===== src/rtl/grant_tenure_sequencer_if.sv =====
// ---------------------------------------------------------------------------
// grant_tenure_sequencer_if
//   Bundles the arbiter-facing handshake and the status outputs of the
//   grant tenure sequencer.
//
//   Signals
//     req         N     request vector, same one fed to the arbiter
//     valid       1     arbiter has a winner
//     grant       W     arbiter winner index
//     gnt_onehot  N     one-hot grant to the current owner
//     owner       W     index of the locked owner
//     busy        1     sequencer is serving or releasing
//     done        1     single-cycle pulse at the end of a tenure
//     done_id     W     channel that just finished
//     early       1     tenure was cut short by a request drop
//     svc_count   N*CW  flat per-channel saturating service counts
//
//   Modports
//     master  drives req/valid/grant, observes the status outputs
//     slave   the sequencer itself
// ---------------------------------------------------------------------------
interface grant_tenure_sequencer_if #(
    parameter int N  = 8,
    parameter int W  = (N > 1) ? $clog2(N) : 1,
    parameter int CW = 8
);
    logic [N-1:0]    req;
    logic            valid;
    logic [W-1:0]    grant;
    logic [N-1:0]    gnt_onehot;
    logic [W-1:0]    owner;
    logic            busy;
    logic            done;
    logic [W-1:0]    done_id;
    logic            early;
    logic [N*CW-1:0] svc_count;

    modport master (
        output req,
        output valid,
        output grant,
        input  gnt_onehot,
        input  owner,
        input  busy,
        input  done,
        input  done_id,
        input  early,
        input  svc_count
    );

    modport slave (
        input  req,
        input  valid,
        input  grant,
        output gnt_onehot,
        output owner,
        output busy,
        output done,
        output done_id,
        output early,
        output svc_count
    );
endinterface


===== src/rtl/grant_tenure_sequencer.sv =====
// ---------------------------------------------------------------------------
// grant_tenure_sequencer
//   Downstream stage of the priority arbiter. Locks the arbiter's winning
//   channel and holds its one-hot grant for at most HOLD_CYCLES cycles. The
//   tenure ends early if the owner drops its request. Every tenure ends with
//   a single RELEASE cycle (done pulse) followed by at least one IDLE cycle so
//   the arbiter can re-evaluate. A saturating service count per channel is
//   kept for the display.
//
//   Ports
//     clk   in  system clock, all state on the rising edge
//     rst   in  asynchronous, active-high reset
//     bus   grant_tenure_sequencer_if.slave
//             req/valid/grant in; gnt_onehot, owner, busy, done, done_id,
//             early, svc_count out (all registered)
//
//   Parameters
//     N            number of requesters
//     W            grant index width
//     HOLD_CYCLES  maximum tenure in cycles (>= 1)
//     CW           width of each per-channel service counter
// ---------------------------------------------------------------------------
module grant_tenure_sequencer #(
    parameter int N           = 8,
    parameter int W           = (N > 1) ? $clog2(N) : 1,
    parameter int HOLD_CYCLES = 16,
    parameter int CW          = 8
) (
    input  logic                    clk,
    input  logic                    rst,
    grant_tenure_sequencer_if.slave bus
);

    // Tenure counter only has to reach HOLD_CYCLES-1, so it never wraps.
    localparam int                CNT_W    = $clog2(HOLD_CYCLES + 1);
    localparam logic [CNT_W-1:0]  CNT_LAST = CNT_W'(HOLD_CYCLES - 1);
    localparam logic [CW-1:0]     SVC_MAX  = {CW{1'b1}};

    typedef enum logic [1:0] {
        IDLE    = 2'd0,
        SERVE   = 2'd1,
        RELEASE = 2'd2
    } state_t;

    state_t           state_q, state_d;
    logic [W-1:0]     owner_q, owner_d;
    logic [CNT_W-1:0] cnt_q, cnt_d;
    logic             cut_short;

    logic [N-1:0]     gnt_onehot_q, gnt_onehot_d;
    logic             busy_q, busy_d;
    logic             done_q, done_d;
    logic [W-1:0]     done_id_q, done_id_d;
    logic             early_q, early_d;
    logic [CW-1:0]    svc_q [N];
    logic [CW-1:0]    svc_d [N];

    logic             grant_in_range;
    logic             req_at_grant;
    logic             req_at_owner;

    // When N is a power of two every grant encoding is a real channel, so the
    // range check collapses to a constant instead of a comparison that lint
    // would flag as always true.
    generate
        if (N == (1 << W)) begin : g_full_range
            assign grant_in_range = 1'b1;
        end else begin : g_partial_range
            assign grant_in_range = ({1'b0, bus.grant} < (W + 1)'(N));
        end
    endgenerate

    assign req_at_grant = grant_in_range && bus.req[bus.grant];
    assign req_at_owner = bus.req[owner_q];

    // State register: FSM state, locked owner and tenure counter.
    always_ff @(posedge clk or posedge rst) begin
        if (rst) begin
            state_q <= IDLE;
            owner_q <= '0;
            cnt_q   <= '0;
        end else begin
            state_q <= state_d;
            owner_q <= owner_d;
            cnt_q   <= cnt_d;
        end
    end

    // Next-state logic. In SERVE a request drop is checked before expiry so
    // that a drop in the final tenure cycle is still reported as early.
    // valid/grant are only looked at in IDLE, so there is no preemption.
    always_comb begin
        state_d   = state_q;
        owner_d   = owner_q;
        cnt_d     = cnt_q;
        cut_short = 1'b0;
        case (state_q)
            IDLE: begin
                if (bus.valid && req_at_grant) begin
                    owner_d = bus.grant;
                    cnt_d   = '0;
                    state_d = SERVE;
                end
            end
            SERVE: begin
                if (!req_at_owner) begin
                    cut_short = 1'b1;
                    state_d   = RELEASE;
                end else if (cnt_q == CNT_LAST) begin
                    state_d = RELEASE;
                end else begin
                    cnt_d = cnt_q + 1'b1;
                end
            end
            RELEASE: begin
                state_d = IDLE;
            end
            default: begin
                state_d = IDLE;
            end
        endcase
    end

    // Output logic. Outputs are computed from the upcoming state so that,
    // once registered, they line up with the state they describe and no
    // input reaches an output without passing through a flop.
    always_comb begin
        gnt_onehot_d = '0;
        busy_d       = 1'b0;
        done_d       = 1'b0;
        done_id_d    = '0;
        early_d      = 1'b0;
        case (state_d)
            SERVE: begin
                gnt_onehot_d = N'(1) << owner_d;
                busy_d       = 1'b1;
            end
            RELEASE: begin
                busy_d    = 1'b1;
                done_d    = 1'b1;
                done_id_d = owner_d;
                early_d   = cut_short;
            end
            default: begin
                gnt_onehot_d = '0;
            end
        endcase
    end

    // Service counters advance while leaving RELEASE, so the new value is
    // visible in the cycle after the done pulse. They stick at all-ones.
    always_comb begin
        for (int i = 0; i < N; i++) begin
            svc_d[i] = svc_q[i];
            if ((state_q == RELEASE) && (owner_q == W'(i)) && (svc_q[i] != SVC_MAX)) begin
                svc_d[i] = svc_q[i] + 1'b1;
            end
        end
    end

    // Output and service-count registers. Reset clears everything at once,
    // which drops a grant mid-tenure without producing a done pulse.
    always_ff @(posedge clk or posedge rst) begin
        if (rst) begin
            gnt_onehot_q <= '0;
            busy_q       <= 1'b0;
            done_q       <= 1'b0;
            done_id_q    <= '0;
            early_q      <= 1'b0;
            for (int i = 0; i < N; i++) begin
                svc_q[i] <= '0;
            end
        end else begin
            gnt_onehot_q <= gnt_onehot_d;
            busy_q       <= busy_d;
            done_q       <= done_d;
            done_id_q    <= done_id_d;
            early_q      <= early_d;
            for (int i = 0; i < N; i++) begin
                svc_q[i] <= svc_d[i];
            end
        end
    end

    assign bus.gnt_onehot = gnt_onehot_q;
    assign bus.owner      = owner_q;
    assign bus.busy       = busy_q;
    assign bus.done       = done_q;
    assign bus.done_id    = done_id_q;
    assign bus.early      = early_q;

    generate
        for (genvar g = 0; g < N; g++) begin : g_svc_flat
            assign bus.svc_count[g*CW +: CW] = svc_q[g];
        end
    endgenerate

endmodule


===== src/flat_wrapper.sv =====
// flat-port wrapper written by rule: the top's interface ports become plain ports
module grant_tenure_sequencer_flat 
#(
    parameter int N           = 8,
    parameter int W           = (N > 1) ? $clog2(N) : 1,
    parameter int HOLD_CYCLES = 16,
    parameter int CW          = 8
)
  (clk, rst, bus_req, bus_valid, bus_grant, bus_gnt_onehot, bus_owner, bus_busy, bus_done, bus_done_id, bus_early, bus_svc_count);
  grant_tenure_sequencer_if #(.N(N), .W(W), .CW(CW)) bus_i ();
  input  logic clk;
  input  logic rst;
  input wire logic [$bits(bus_i.req)-1:0] bus_req;
  input wire logic [$bits(bus_i.valid)-1:0] bus_valid;
  input wire logic [$bits(bus_i.grant)-1:0] bus_grant;
  output wire logic [$bits(bus_i.gnt_onehot)-1:0] bus_gnt_onehot;
  output wire logic [$bits(bus_i.owner)-1:0] bus_owner;
  output wire logic [$bits(bus_i.busy)-1:0] bus_busy;
  output wire logic [$bits(bus_i.done)-1:0] bus_done;
  output wire logic [$bits(bus_i.done_id)-1:0] bus_done_id;
  output wire logic [$bits(bus_i.early)-1:0] bus_early;
  output wire logic [$bits(bus_i.svc_count)-1:0] bus_svc_count;
  assign bus_i.req = bus_req;
  assign bus_i.valid = bus_valid;
  assign bus_i.grant = bus_grant;
  assign bus_gnt_onehot = bus_i.gnt_onehot;
  assign bus_owner = bus_i.owner;
  assign bus_busy = bus_i.busy;
  assign bus_done = bus_i.done;
  assign bus_done_id = bus_i.done_id;
  assign bus_early = bus_i.early;
  assign bus_svc_count = bus_i.svc_count;
  grant_tenure_sequencer #(.N(N), .W(W), .HOLD_CYCLES(HOLD_CYCLES), .CW(CW)) u_core (.clk(clk), .rst(rst), .bus(bus_i));
endmodule

===== config.mk =====
export PLATFORM = sky130hd
export DESIGN_NAME = grant_tenure_sequencer_flat
export DESIGN_NICKNAME = d
export VERILOG_FILES = /design/src/rtl/grant_tenure_sequencer_if.sv /design/src/rtl/grant_tenure_sequencer.sv /design/src/flat_wrapper.sv
export SDC_FILE = /design/constraint.sdc
export NUM_CORES = 1
export LEC_CHECK = 0
export CAP_MARGIN = 25
export CORE_MARGIN = 1.5
export CORE_UTILIZATION = 55
export DETAILED_ROUTE_END_ITERATION = 8
export PLACE_DENSITY = 0.93
export SYNTH_ARGS = -nofsm -noshare
export SYNTH_HDL_FRONTEND = slang
export SYNTH_SLANG_ARGS = --single-unit

===== constraint.sdc =====
create_clock -name clk -period 6.8 [get_ports clk]
set_clock_uncertainty 0.1 [all_clocks]
set_input_delay 0.68 -clock clk [delete_from_list [all_inputs] [get_ports clk]]
set_output_delay 0.68 -clock clk [all_outputs]
set_load 0.01 [all_outputs]

Word-level counts from Yosys, hierarchy flattened
Index checks and enable logic that the tools add are counted.
{"block": "classes", "mux": 21, "n_eq_ne": 23, "n_div": 0, "n_reduce_logical": 22, "order_cmp": 2, "n_mul": 0, "n_shift": 1, "n_bitwise": 0, "addsub": 9}
{"operator": "8-bit by 1-bit adder with 8-bit output, second input constant", "n": 8}
{"operator": "8-bit inequality test, second input constant", "n": 8}
{"operator": "1-bit logical AND", "n": 17}
{"operator": "5-bit 2-to-1 mux", "n": 3}
{"operator": "3-bit == test, second input constant", "n": 4}
{"operator": "5-bit case mux with 2 select lines", "n": 1}
{"operator": "3-bit 2-to-1 mux", "n": 3}
{"operator": "3-bit by 4-bit less-than comparator with 1-bit output, second input constant", "n": 2}
{"operator": "8-bit 2-to-1 mux", "n": 1}
{"operator": "1-bit by 3-bit << shifter with 8-bit output, first input constant", "n": 1}
{"operator": "1-bit 2-to-1 mux", "n": 7}
{"operator": "1-bit binary-select mux with 3-bit select", "n": 2}
{"operator": "3-bit by 2-bit == test with 1-bit output, second input constant", "n": 2}
{"operator": "2-bit 2-to-1 mux", "n": 3}
{"operator": "5-bit by 1-bit adder with 5-bit output, second input constant", "n": 1}
{"operator": "5-bit by 4-bit == test with 1-bit output, second input constant", "n": 1}
{"operator": "2-bit by 1-bit == test with 1-bit output, second input constant", "n": 2}
{"operator": "2-bit == test, second input constant", "n": 2}
{"operator": "2-bit by 1-bit inequality test with 1-bit output, second input constant", "n": 2}
{"operator": "2-bit case mux with 2 select lines", "n": 1}
{"operator": "4-bit AND reduction", "n": 1}
{"operator": "3-bit by 1-bit == test with 1-bit output, second input constant", "n": 1}
{"operator": "3-bit zero test", "n": 1}
{"operator": "2-bit zero test", "n": 1}
{"operator": "3 further kinds", "n": 3}
{"block": "totals", "elab_cells": 94, "input_bits": 14, "latchBits": 0, "ramBits": 0, "n_memories": 0, "register_bits": 88, "rom_bits": 0}

Depth between registers and ports, before layout
Gate-level depths: netlist of run 1.
{"block": "logic_depth", "ltp_word": 8, "depth_mapped": 10, "depth_no_buf": 9}

Least setup slack after synthesis of run 1
No wires, ideal clock.
{"block": "synth_timing", "path_type": "input -> register", "startpoint": "in bus_grant[1]", "endpoint": "reg u_core.gnt_onehot_q[4], in the netlist u_core.bus.gnt_onehot[4]", "arrival_ps": 2418, "setup_slack_ps": 4146, "n_path_buf": 2, "setup_time_ps": 136, "cell_stages": 10, "cell_sequence": "buf_2 -> or2_2 -> o221ai_2 -> nor2_1 -> buf_6 -> o21a_1 -> ha_1 -> and2_1 -> a22oi_1 -> a21oi_1"}
{"block": "synth_via", "elab_chain_cells": 7, "elab_cells_between_ends": 10}
{"item": "start: declaration", "line": "flat_wrapper.sv:15", "text": "input wire logic [$bits(bus_i.grant)-1:0] bus_grant;"}
{"item": "1-bit binary-select mux with 3-bit select", "line": "grant_tenure_sequencer.sv:73", "text": "assign req_at_grant = grant_in_range && bus.req[bus.grant];"}
{"item": "1-bit 2-to-1 mux (not written as such)", "line": "grant_tenure_sequencer.sv:73"}
{"item": "1-bit logical AND", "line": "grant_tenure_sequencer.sv:99", "text": "if (bus.valid && req_at_grant) begin"}
{"item": "2-bit 2-to-1 mux", "line": "grant_tenure_sequencer.sv:99"}
{"item": "2-bit case mux with 2 select lines", "line": "grant_tenure_sequencer.sv:97", "text": "case (state_q)"}
{"item": "net u_core.state_d[0]", "line": "grant_tenure_sequencer.sv:45", "text": "state_t state_q, state_d;"}
{"item": "2-bit by 1-bit == test with 1-bit output", "line": "grant_tenure_sequencer.sv:133", "text": "case (state_d)"}
{"item": "8-bit 2-to-1 mux", "line": "grant_tenure_sequencer.sv:133"}
{"item": "net u_core.gnt_onehot_d[4]", "line": "grant_tenure_sequencer.sv:50", "text": "logic [N-1:0] gnt_onehot_q, gnt_onehot_d;"}
{"item": "end signal: assignment", "line": "grant_tenure_sequencer.sv:174", "text": "gnt_onehot_q <= gnt_onehot_d;"}
{"item": "end: declaration", "line": "grant_tenure_sequencer.sv:50"}
The timed path passes the listed nets, and every way through them passes these cells. The select of a mux whose other input is x is not followed.
A chain may end at the register's enable or synchronous reset.

Final worst setup path of run 1
{"block": "layout_timing", "startpoint": "in bus_grant[0]", "endpoint": "reg u_core.gnt_onehot_q[1], in the netlist u_core.bus.gnt_onehot[1]"}
Same word-level chain as after synthesis.

==> results of run 1 <==
[flip-flops by register name, indices dropped and copies added, names as in the netlist]
| name | flops |
|---|---|
| u_core.bus.svc_count | 64 |
| u_core.bus.done_id | 3 |
| u_core.bus.owner | 3 |
| u_core.bus.done | 1 |
| u_core.bus.gnt_onehot | 8 |
| u_core.bus.early | 1 |
| u_core.state_q | 2 |
| u_core.cnt_q | 5 |
| u_core.bus.busy | 1 |
[cells in the mapped netlist, types with 2 or more instances]
master | instances | area share [%]
a211oi_4 | 2 | 0.91
a21oi_1 | 10 | 1.1
and2_1 | 7 | 1.0
and3_1 | 10 | 1.4
and4_1 | 3 | 0.60
buf_2 | 3 | 0.34
buf_6 | 4 | 1.0
dfrtp_1 | 88 | 50
ha_1 | 13 | 3.7
inv_1 | 11 | 0.94
mux2_2 | 12 | 3.1
mux2i_1 | 6 | 1.4
mux4_2 | 4 | 2.1
nand2_1 | 24 | 2.1
nand2b_1 | 5 | 0.71
nand3_1 | 24 | 2.7
nand4_1 | 20 | 2.9
nor2_1 | 22 | 1.9
nor2b_1 | 6 | 0.86
nor3_1 | 11 | 1.3
nor3b_2 | 2 | 0.57
nor4_2 | 2 | 0.57
o2111ai_1 | 2 | 0.40
o211ai_1 | 3 | 0.51
o211ai_2 | 2 | 0.57
o21a_1 | 3 | 0.51
o21ai_0 | 6 | 0.68
or4_1 | 2 | 0.34
xnor2_1 | 26 | 5.2
xor2_1 | 30 | 6.0
[critical path, cell delays in order]
cell and delay (ns):
clkdlybuf4s50_1 0.78, mux2i_1 0.18, a22o_1 0.28, nor2_1 0.69
o21a_1 0.26, ha_1 0.22, inv_1 0.07, o22a_1 0.26
a21oi_1 0.14
[path summary, 6_finish.rpt]
path	start	endpoint	slack [ns]	cells after the start
max	bus_grant[0]	u_core.bus.gnt_onehot[1]	3.41	9
min	u_core.bus.svc_count[54]	u_core.bus.svc_count[54]	0.40	1
max reg2reg	u_core.state_q[1]	u_core.bus.gnt_onehot[1]	3.82	8
min reg2reg	u_core.bus.svc_count[54]	u_core.bus.svc_count[54]	0.40	1
max in group asynchronous	rst	u_core.bus.svc_count[8]	5.29	4
min in group asynchronous	rst	u_core.bus.svc_count[36]	0.69	3
[cell families (layout without fill, tap and decap cells)]
kind of cell    count (synthesis)  count (layout)  synth area share [%]
simple gates                  145             145                 18.03
flops                          88              88                 50.21
xor+xnor                       56              56                 11.18
compound gates                 39              39                 7.333
mux                            23              23                 7.019
buf+inv                        20             122                 2.510
fa+ha+maj                      13              13                 3.709
[layout make-up]
cell class | count | area share (%)
inverter | 11 | 0.7522
tap | 102 | 2.257
clock buffer | 10 | 2.257
sequential | 88 | 38.94
clock inverter | 5 | 1.881
timing repair buffer | 96 | 17.26
multi-input combinational | 276 | 36.66
[layer usage]
layer	track usage (%)	wire length (um)	part of all wire, %
met1	31.37	4001	41
met2	41.05	5089	53
met3	3.120	364	3.8
met4	11.03	231	2.4
met5	0	0	0
[power groups by stage]
| stage | sequential (mW) | clock (mW) | combinational, mW |
|---|---|---|---|
| 2_1_floorplan | 0.723 | 0 | 0.317 |
| 3_3_place_gp | 0.720 | 0 | 0.518 |
| 3_5_place_dp | 0.726 | 0 | 0.542 |
| 4_1_cts | 0.716 | 0.431 | 0.546 |
| 5_1_grt | 0.732 | 0.451 | 0.594 |
| 6_report | 0.717 | 0.424 | 0.544 |
[stage by stage]
stage | power [mW] | cell area [um^2] | worst slack (ns) | instances | utilization (%)
after detailed placement | 1.268 | 5421 | 3.092 | 573 | 70.16
final | 1.684 | 5655 | 3.409 | 588 | 73.19
after CTS | 1.693 | 5655 | 3.437 | 588 | 73.19
after global placement | 1.238 | 5394 | 3.213 | 572 | 69.80
after floorplan | 1.040 | 4385 | 3.741 | 384 | -
after global routing | 1.777 | 5655 | 3.126 | 588 | 73.19
==> impl_metrics.csv, run 1 <==
group,metric,value,unit
run_status,status,"complete, no violations",
logic_synthesis,synth_cell_type_count,51,
clock_network,cts_tree,"done",
layout,nNetsFinal,509,
clock_network,cts_sinks,88,
route,avgRoutedWirePerCell,16.47,um
timing,timing.hold.ws,0.4014,ns
die,dieArea,0.008518,mm^2
die,die_w,92.30,um
route,drtPass1Iterations,5,
grt,grt-ovfl-total,0,
critical_path,startpoint_type,"input port",
logic_synthesis,async_reset_ff_share,100.0,%
power,pwr-share-clk,25.2,%
die,row_count,32,
timing,period_share,49.87,%
placed_design,dpl.hpwl,7057,um
clock_network,cts_max_level,3,
power,switching_share,33.33,%
route,route.detailed.drc,0,
layout,multi_input_area,0.002073,mm^2
die,core_area,0.007727,mm^2
critical_path,end_kind,"flip-flop",
route,wl,9686,um
route,vias,3369,
timing,fmax,0.2949,GHz
route,viasPerCell,5.730,
layout,seqCellArea,0.002202,mm^2
clock_network,post_cts_buffers,0,
logic_synthesis,synthFlopType,"dfrtp_1",
logic_synthesis,avgSynthCellArea,11.42,um^2
power,ir_drop,0.1928,mV
clock_network,post_cts_resized,0,
timing,hold_viol,0,
timing,drv_slew,0,
grt,antenna_found_initial,0,
critical_path,crit_type,"in2reg",
layout,drive_above_1_share,9.465,%
die,die_h,92.30,um
power,comb_power_share,32.3,%
layout,layout_commonest_cell,"clkdlybuf4s50_1",
clock_network,root_buffer,"clkbuf_8",
layout,fill_cells,514,
logic_synthesis,synthCells,384,
layout,n_antenna_cell,0,
logic_synthesis,syn_area,0.004385,mm^2
die,ioPinCount,95,
critical_path,crit_fanout,12,
power,power_switching,561.2,uW
clock_network,clockBufferDepth,2,
grt,grt_pass1_wl,16110,um
grt,grt_max_degree,47,
power,leakage,2.535,nW
clock_network,insertion_delay,0.36,ns
logic_synthesis,ys_warn_count,0,
timing,tns,0,ns
layout,area_growth,28.96,%
timing,slew_headroom,41.10,%
placed_design,port_buffers,94,
run,maxCapViolCount,0,
clock_network,postCtsHoldBufs,0,
timing,finalSetupViolCount,0,
worst_hold_path,hp-class,"reg2reg",
critical_path,cp.required,6.98,ns
logic_synthesis,ys_ff_latch,88,
route,drt_iter0_drc,180,
timing,tightest_slew,0.8803,ns
timing,rsz0062_at_grt,"false",
power,power.density,297.8,mW/mm^2
clock_network,cts.clk_slew.worst_paths,0.08,ns
grt,grt_usage,24.31,%
placed_design,gp_congestion,0.8215,
timing,min_period,3.391,ns
grt,grt_pass1_vias,3276,
logic_synthesis,yosysSeqAreaShare,50.21,%
power,pwr-share-seq,42.5,%
critical_path,cp_data_arrival_time,3.57,ns
power,p_int,1.123,mW
logic_synthesis,syn_nets,411,
clock_network,cts_buffers,9,
layout,mostFrequentLayoutCells,"clkdlybuf4s50_1 (94), dfrtp_1 (88), xor2_1 (30)",
route,ant_nets,0,
logic_synthesis,synth_edf_count,0,
die,start_util,56.75,%
(Power assumes the default switching activity.)
==> inputs of run 2 (changes only) <==
- CORE_UTILIZATION: 55 -> 46
- PLACE_DENSITY: 0.93 -> 0.83
- clock period: 6.8 -> 3 ns (I/O delays scaled with it)
==> run 2 against run 1 <==
Against the previous run: die area is 19% higher; global-route usage is 4.6 points lower; sequential power is 130% higher; non-clock buffer count grew 7; combinational power rose by 130%; clock power rose by 68%; hold slack worse by 0.21 ns; first-iteration DRC count shrank 29%; count of clock-buffer cells in the layout is 1 higher; largest cell class unchanged; sequential share of layout area shrank 0.13 points; via count decreased by 3.8%.
==> impl_metrics.csv, run 2 (synthesized netlist as in run 1, its figures left out) <==
group,metric,value,unit
clock_network,cts_max_level,3,
route,drtPass1Iterations,4,
critical_path,crit_fanout,11,
placed_design,port_buffers,94,
run,maxCapViolCount,0,
layout,area_growth,29.39,%
clock_network,cts.clk_slew.worst_paths,0.09,ns
grt,grt_pass1_vias,3293,
timing,worst_slack,0.2147,ns
timing,drv_slew,0,
grt,antenna_found_initial,0,
layout,nNetsFinal,516,
critical_path,startpoint,"u_core.bus.owner[0]",
worst_hold_path,hp-class,"in2async",
die,ioPinCount,95,
clock_network,root_buffer,"clkbuf_8",
clock_network,cts_buffers,9,
route,wl,9414,um
timing,slew_headroom,56.52,%
placed_design,gp_congestion,0.8739,
timing,min_period,2.785,ns
timing,hold_viol,0,
timing,tns,0,ns
layout,mostFrequentLayoutCells,"clkdlybuf4s50_1 (94), dfrtp_1 (88), xor2_1 (30)",
clock_network,postCtsHoldBufs,0,
die,row_count,35,
clock_network,cts_sinks,88,
timing,fmax,0.3590,GHz
route,avgRoutedWirePerCell,15.16,um
layout,final_core_util,61.41,%
die,core_area,0.009240,mm^2
grt,grt-ovfl-total,0,
grt,grt_max_degree,58,
die,start_util,47.46,%
timing,finalSetupViolCount,0,
timing,period_share,92.84,%
power,leakage,2.535,nW
run_status,status,"complete, no violations",
clock_network,post_cts_resized,0,
grt,grt_usage,19.66,%
die,die_h,100.6,um
route,route.detailed.drc,0,
layout,finalNonFillerCells,621,
clock_network,post_cts_buffers,0,
route,vias,3242,
clock_network,cts_tree,"done",
timing,tightest_slew,0.6494,ns
critical_path,rr_startpoint,"u_core.bus.owner[0]",
power,ir_drop,0.3358,mV
critical_path,end_kind,"flip-flop",
die,dieArea,0.01013,mm^2
timing,rsz0062_at_grt,"false",
layout,largest_reg_flops,64,
critical_path,startpoint_type,"flip-flop",
placed_design,dp.cells,606,
layout,fill_cells,750,
critical_path,crit_type,"reg2reg",
route,ant_nets,0,
critical_path,cp.required,3.11,ns
die,die_w,100.6,um
critical_path,cp_data_arrival_time,2.90,ns
power,power.density,632.0,mW/mm^2
clock_network,clockBufferDepth,2,
placed_design,dpl.hpwl,7020,um
layout,layout_commonest_cell,"clkdlybuf4s50_1",
layout,n_antenna_cell,0,
grt,grt_pass1_wl,15720,um
route,drt_iter0_drc,128,
clock_network,insertion_delay,0.35,ns
layout,drive_above_1_share,10.57,%
placed_design,preCtsSetupSlack,0.09078,ns
route,viasPerCell,5.221,
[run 2: changes by cell type in the layout (fill, tap and decap cells not counted)]
cell and change:
buf_4 +6, bufinv_16 -3, buf_12 +2, buf_16 -1, clkbuf_8 +1, clkinv_2 +1, clkinv_4 -1, clkinvlp_4 +1
[run 2: final cells by class]
| type | count | area (um^2) | area share (%) |
|---|---|---|---|
| well taps | 129 | 161.4 | 2.845 |
| flip-flops and latches | 88 | 2202 | 38.81 |
| repair buffers | 103 | 1033 | 18.21 |
| multi-input cells | 276 | 2073 | 36.54 |
| inverters | 11 | 42.54 | 0.7497 |
| clock inverters | 3 | 20.02 | 0.3528 |
| clock buffers | 11 | 141.4 | 2.492 |
[run 2: layer usage]
layer	GRT usage [%]	share of wire (%)	up-vias
li1	-	-	1568
met1	26.36	47	1579
met2	31.50	48	83
met3	4.161	4.5	12
met4	7.367	1.4	0
met5	0	0	-
[run 2: power by group]
group | switching [mW] | internal (mW)
Clock | 0.399 | 0.314
Sequential | 0.242 | 1.37
Combinational | 0.609 | 0.649
[run 2: metrics by stage]
step / power [mW] / instance area (um^2) / hold WS [ns]
2_1_floorplan: 2.357 / 4385 / 0.4120
3_3_place_gp: 2.843 / 5493 / 0.3810
3_5_place_dp: 2.898 / 5493 / 0.3892
4_1_cts: 3.612 / 5654 / 0.3942
5_1_grt: 3.818 / 5674 / 0.2218
6_report: 3.586 / 5674 / 0.1878
[run 2: worst max-delay path, cell delays in order (launching register included)]
cell and delay [ns]:
dfrtp_1 0.57, mux4_2 0.58, mux2i_4 0.35, nand2_1 0.12
o21a_1 0.14, ha_1 0.24, and2_1 0.16, a22oi_1 0.30
a21oi_1 0.09
[run 2: worst paths after layout]
| kind | slack [ns] | end | cells past startpoint |
|---|---|---|---|
| max | 0.21 | u_core.bus.gnt_onehot[6] | 8 |
| min in group clk | 0.40 | u_core.bus.svc_count[54] | 1 |
| min reg2reg | 0.40 | u_core.bus.svc_count[54] | 1 |
| max reg2reg | 0.21 | u_core.bus.gnt_onehot[6] | 8 |
| min | 0.19 | u_core.bus.svc_count[0] | 2 |
| max in group asynchronous | 2.06 | u_core.bus.owner[0] | 3 |
==> inputs of run 3 (changes only) <==
- CAP_MARGIN: 25 -> 30
- CORE_UTILIZATION: 46 -> 48
- CTS_BUF_LIST: not set -> sky130_fd_sc_hd__clkbuf_2 sky130_fd_sc_hd__clkbuf_4 sky130_fd_sc_hd__clkbuf_8
- PLACE_DENSITY: 0.83 -> 0.86
==> run 3 against run 2 <==
Against the previous run: the flow now finishes with violations (design-rule violations); die area shrank 4.0%; routed wire length grew 4.0%; sequential share of layout area grew 0.19 points; critical path depth is the same; maximum frequency grew 5.1%; final area shrank 0.49%; utilization grew 2.7 points; via count grew 3.1%.
==> impl_metrics.csv, run 3 (synthesized netlist as in run 1, its figures left out) <==
group,metric,value,unit
power,ir_drop,0.3463,mV
die,die_h,98.59,um
timing,hold_viol,0,
clock_network,root_buffer,"clkbuf_8",
die,core_area,0.008806,mm^2
route,avgRoutedWirePerCell,16.30,um
clock_network,cts_max_level,3,
critical_path,end_kind,"flip-flop",
critical_path,startpoint,"u_core.bus.owner[0]",
critical_path,startpoint_type,"flip-flop",
grt,grt_pass1_vias,3367,
placed_design,gp_congestion,0.8234,
critical_path,cp.required,3.11,ns
critical_path,cp_cell_sequence,"mux4_2, mux2i_4, nand2_1, o21a_1, ha_1, and2_1, a22oi_1, a21oi_1",
run_status,status,"finished with violations",
route,drtPass1Iterations,7,
clock_network,postCtsHoldBufs,0,
timing,slew_headroom,54.05,%
die,start_util,49.80,%
layout,fill_cells,693,
power,power.density,644.8,mW/mm^2
timing,finalSetupViolCount,0,
layout,nNetsFinal,517,
clock_network,cts_tree,"done",
critical_path,crit_fanout,11,
die,ioPinCount,95,
route,drt_iter0_drc,183,
layout,mostFrequentLayoutCells,"clkdlybuf4s50_1 (94), dfrtp_1 (88), xor2_1 (30)",
placed_design,port_buffers,94,
clock_network,cts.clk_slew.worst_paths,0.09,ns
layout,layout_commonest_cell,"clkdlybuf4s50_1",
clock_network,cts_buffers,9,
critical_path,cp_data_arrival_time,2.76,ns
timing,period_share,88.31,%
run,maxCapViolCount,0,
critical_path,rrSetupSlack,0.35,ns
grt,grt_max_degree,67,
critical_path,slowest_stage,"dfrtp_1",
critical_path,crit_end,"u_core.bus.gnt_onehot[4]",
placed_design,dpl.hpwl,7260,um
grt,grt_pass1_wl,16510,um
timing,tns,0,ns
route,vias,3341,
worst_hold_path,hp-class,"in2async",
critical_path,crit_type,"reg2reg",
route,wl,9795,um
layout,n_antenna_cell,0,
critical_path,rr_startpoint,"u_core.bus.owner[0]",
clock_network,post_cts_resized,0,
critical_path,rr_worst_depth,8,
grt,antenna_found_initial,0,
critical_path,cpPeakStageDelay,0.60,ns
critical_path,r2r_end,"u_core.bus.gnt_onehot[4]",
grt,grt-ovfl-total,0,
clock_network,post_cts_buffers,0,
run_status,violations,"design-rule violations",
placed_design,placed_area,0.005482,mm^2
die,dieArea,0.009719,mm^2
die,die_w,98.59,um
grt,grt_usage,21.17,%
route,viasPerCell,5.559,
layout,largest_reg_flops,64,
timing,tightest_slew,0.6862,ns
timing,fmax,0.3775,GHz
clock_network,cts_sinks,88,
die,row_count,34,
layout,area_growth,28.76,%
clock_network,clockBufferDepth,2,
timing,rsz0062_at_grt,"false",
layout,fin_area,0.005647,mm^2
route,route.detailed.drc,5,
route,ant_nets,0,
timing,min_period,2.649,ns
timing,drv_slew,0,
power,leakage,2.539,nW
clock_network,insertion_delay,0.34,ns
layout,drive_above_1_share,10.95,%
==> run 3: cell count changes in the layout (fill, tap and decap cells not counted), sizes merged <==
cell  before  now
buf        9   10
==> run 3: layer usage <==
metal | track usage, % | vias up | part of all wire, %
met3 | 3.404 | 19 | 4.0
met4 | 8.352 | 0 | 1.8
met5 | 0 | - | 0
li1 | - | 1571 | -
met2 | 35.63 | 104 | 51
met1 | 27.59 | 1647 | 43
==> run 3: power by group <==
group	total [mW]	internal [mW]	switching, mW
sequential	1.61	1.37	0.235
combinational	1.31	0.668	0.643
clock	0.721	0.323	0.398
total	3.64	2.37	1.28
==> run 3: worst min-delay path by stage <==
stage | start | to
2_1_floorplan | u_core.cnt_q[3] | u_core.cnt_q[3]
6_report | rst | u_core.bus.svc_count[37]
5_1_grt | rst | u_core.bus.svc_count[37]
4_1_cts | rst | u_core.bus.svc_count[37]
3_3_place_gp | u_core.bus.svc_count[54] | u_core.bus.svc_count[54]
3_5_place_dp | u_core.bus.svc_count[29] | u_core.bus.svc_count[29]
==> run 3: final cells by class <==
class | count | area (um^2) | area share (%)
Clock inverter | 3 | 20.02 | 0.3545
Tap cell | 108 | 135.1 | 2.393
Multi-Input combinational cell | 276 | 2073 | 36.72
Timing Repair Buffer | 104 | 1028 | 18.21
Inverter | 11 | 42.54 | 0.7534
Clock buffer | 11 | 145.1 | 2.570
Sequential cell | 88 | 2202 | 39.00
==> run 3: stage by stage <==
step	cells	utilization [%]	hold WS, ns	setup WS (ns)	power [mW]
3_5_place_dp	587	62.25	0.3869	0.1363	2.934
6_report	601	64.12	0.1613	0.3508	3.641
5_1_grt	601	64.12	0.1792	0.2457	3.866
3_3_place_gp	587	62.25	0.3810	0.2383	2.884
4_1_cts	601	64.12	0.1653	0.3762	3.669
2_1_floorplan	384	-	0.4120	0.3214	2.357
==> run 3: worst max-delay path: cells and delay by family, from the launching register on <==
| kind | cells | cell delay, ns |
|---|---|---|
| simple gates | 2 | 0.28 |
| mux | 2 | 0.77 |
| fa+ha+maj | 1 | 0.24 |
| compound gates | 3 | 0.52 |
| flops | 1 | 0.60 |
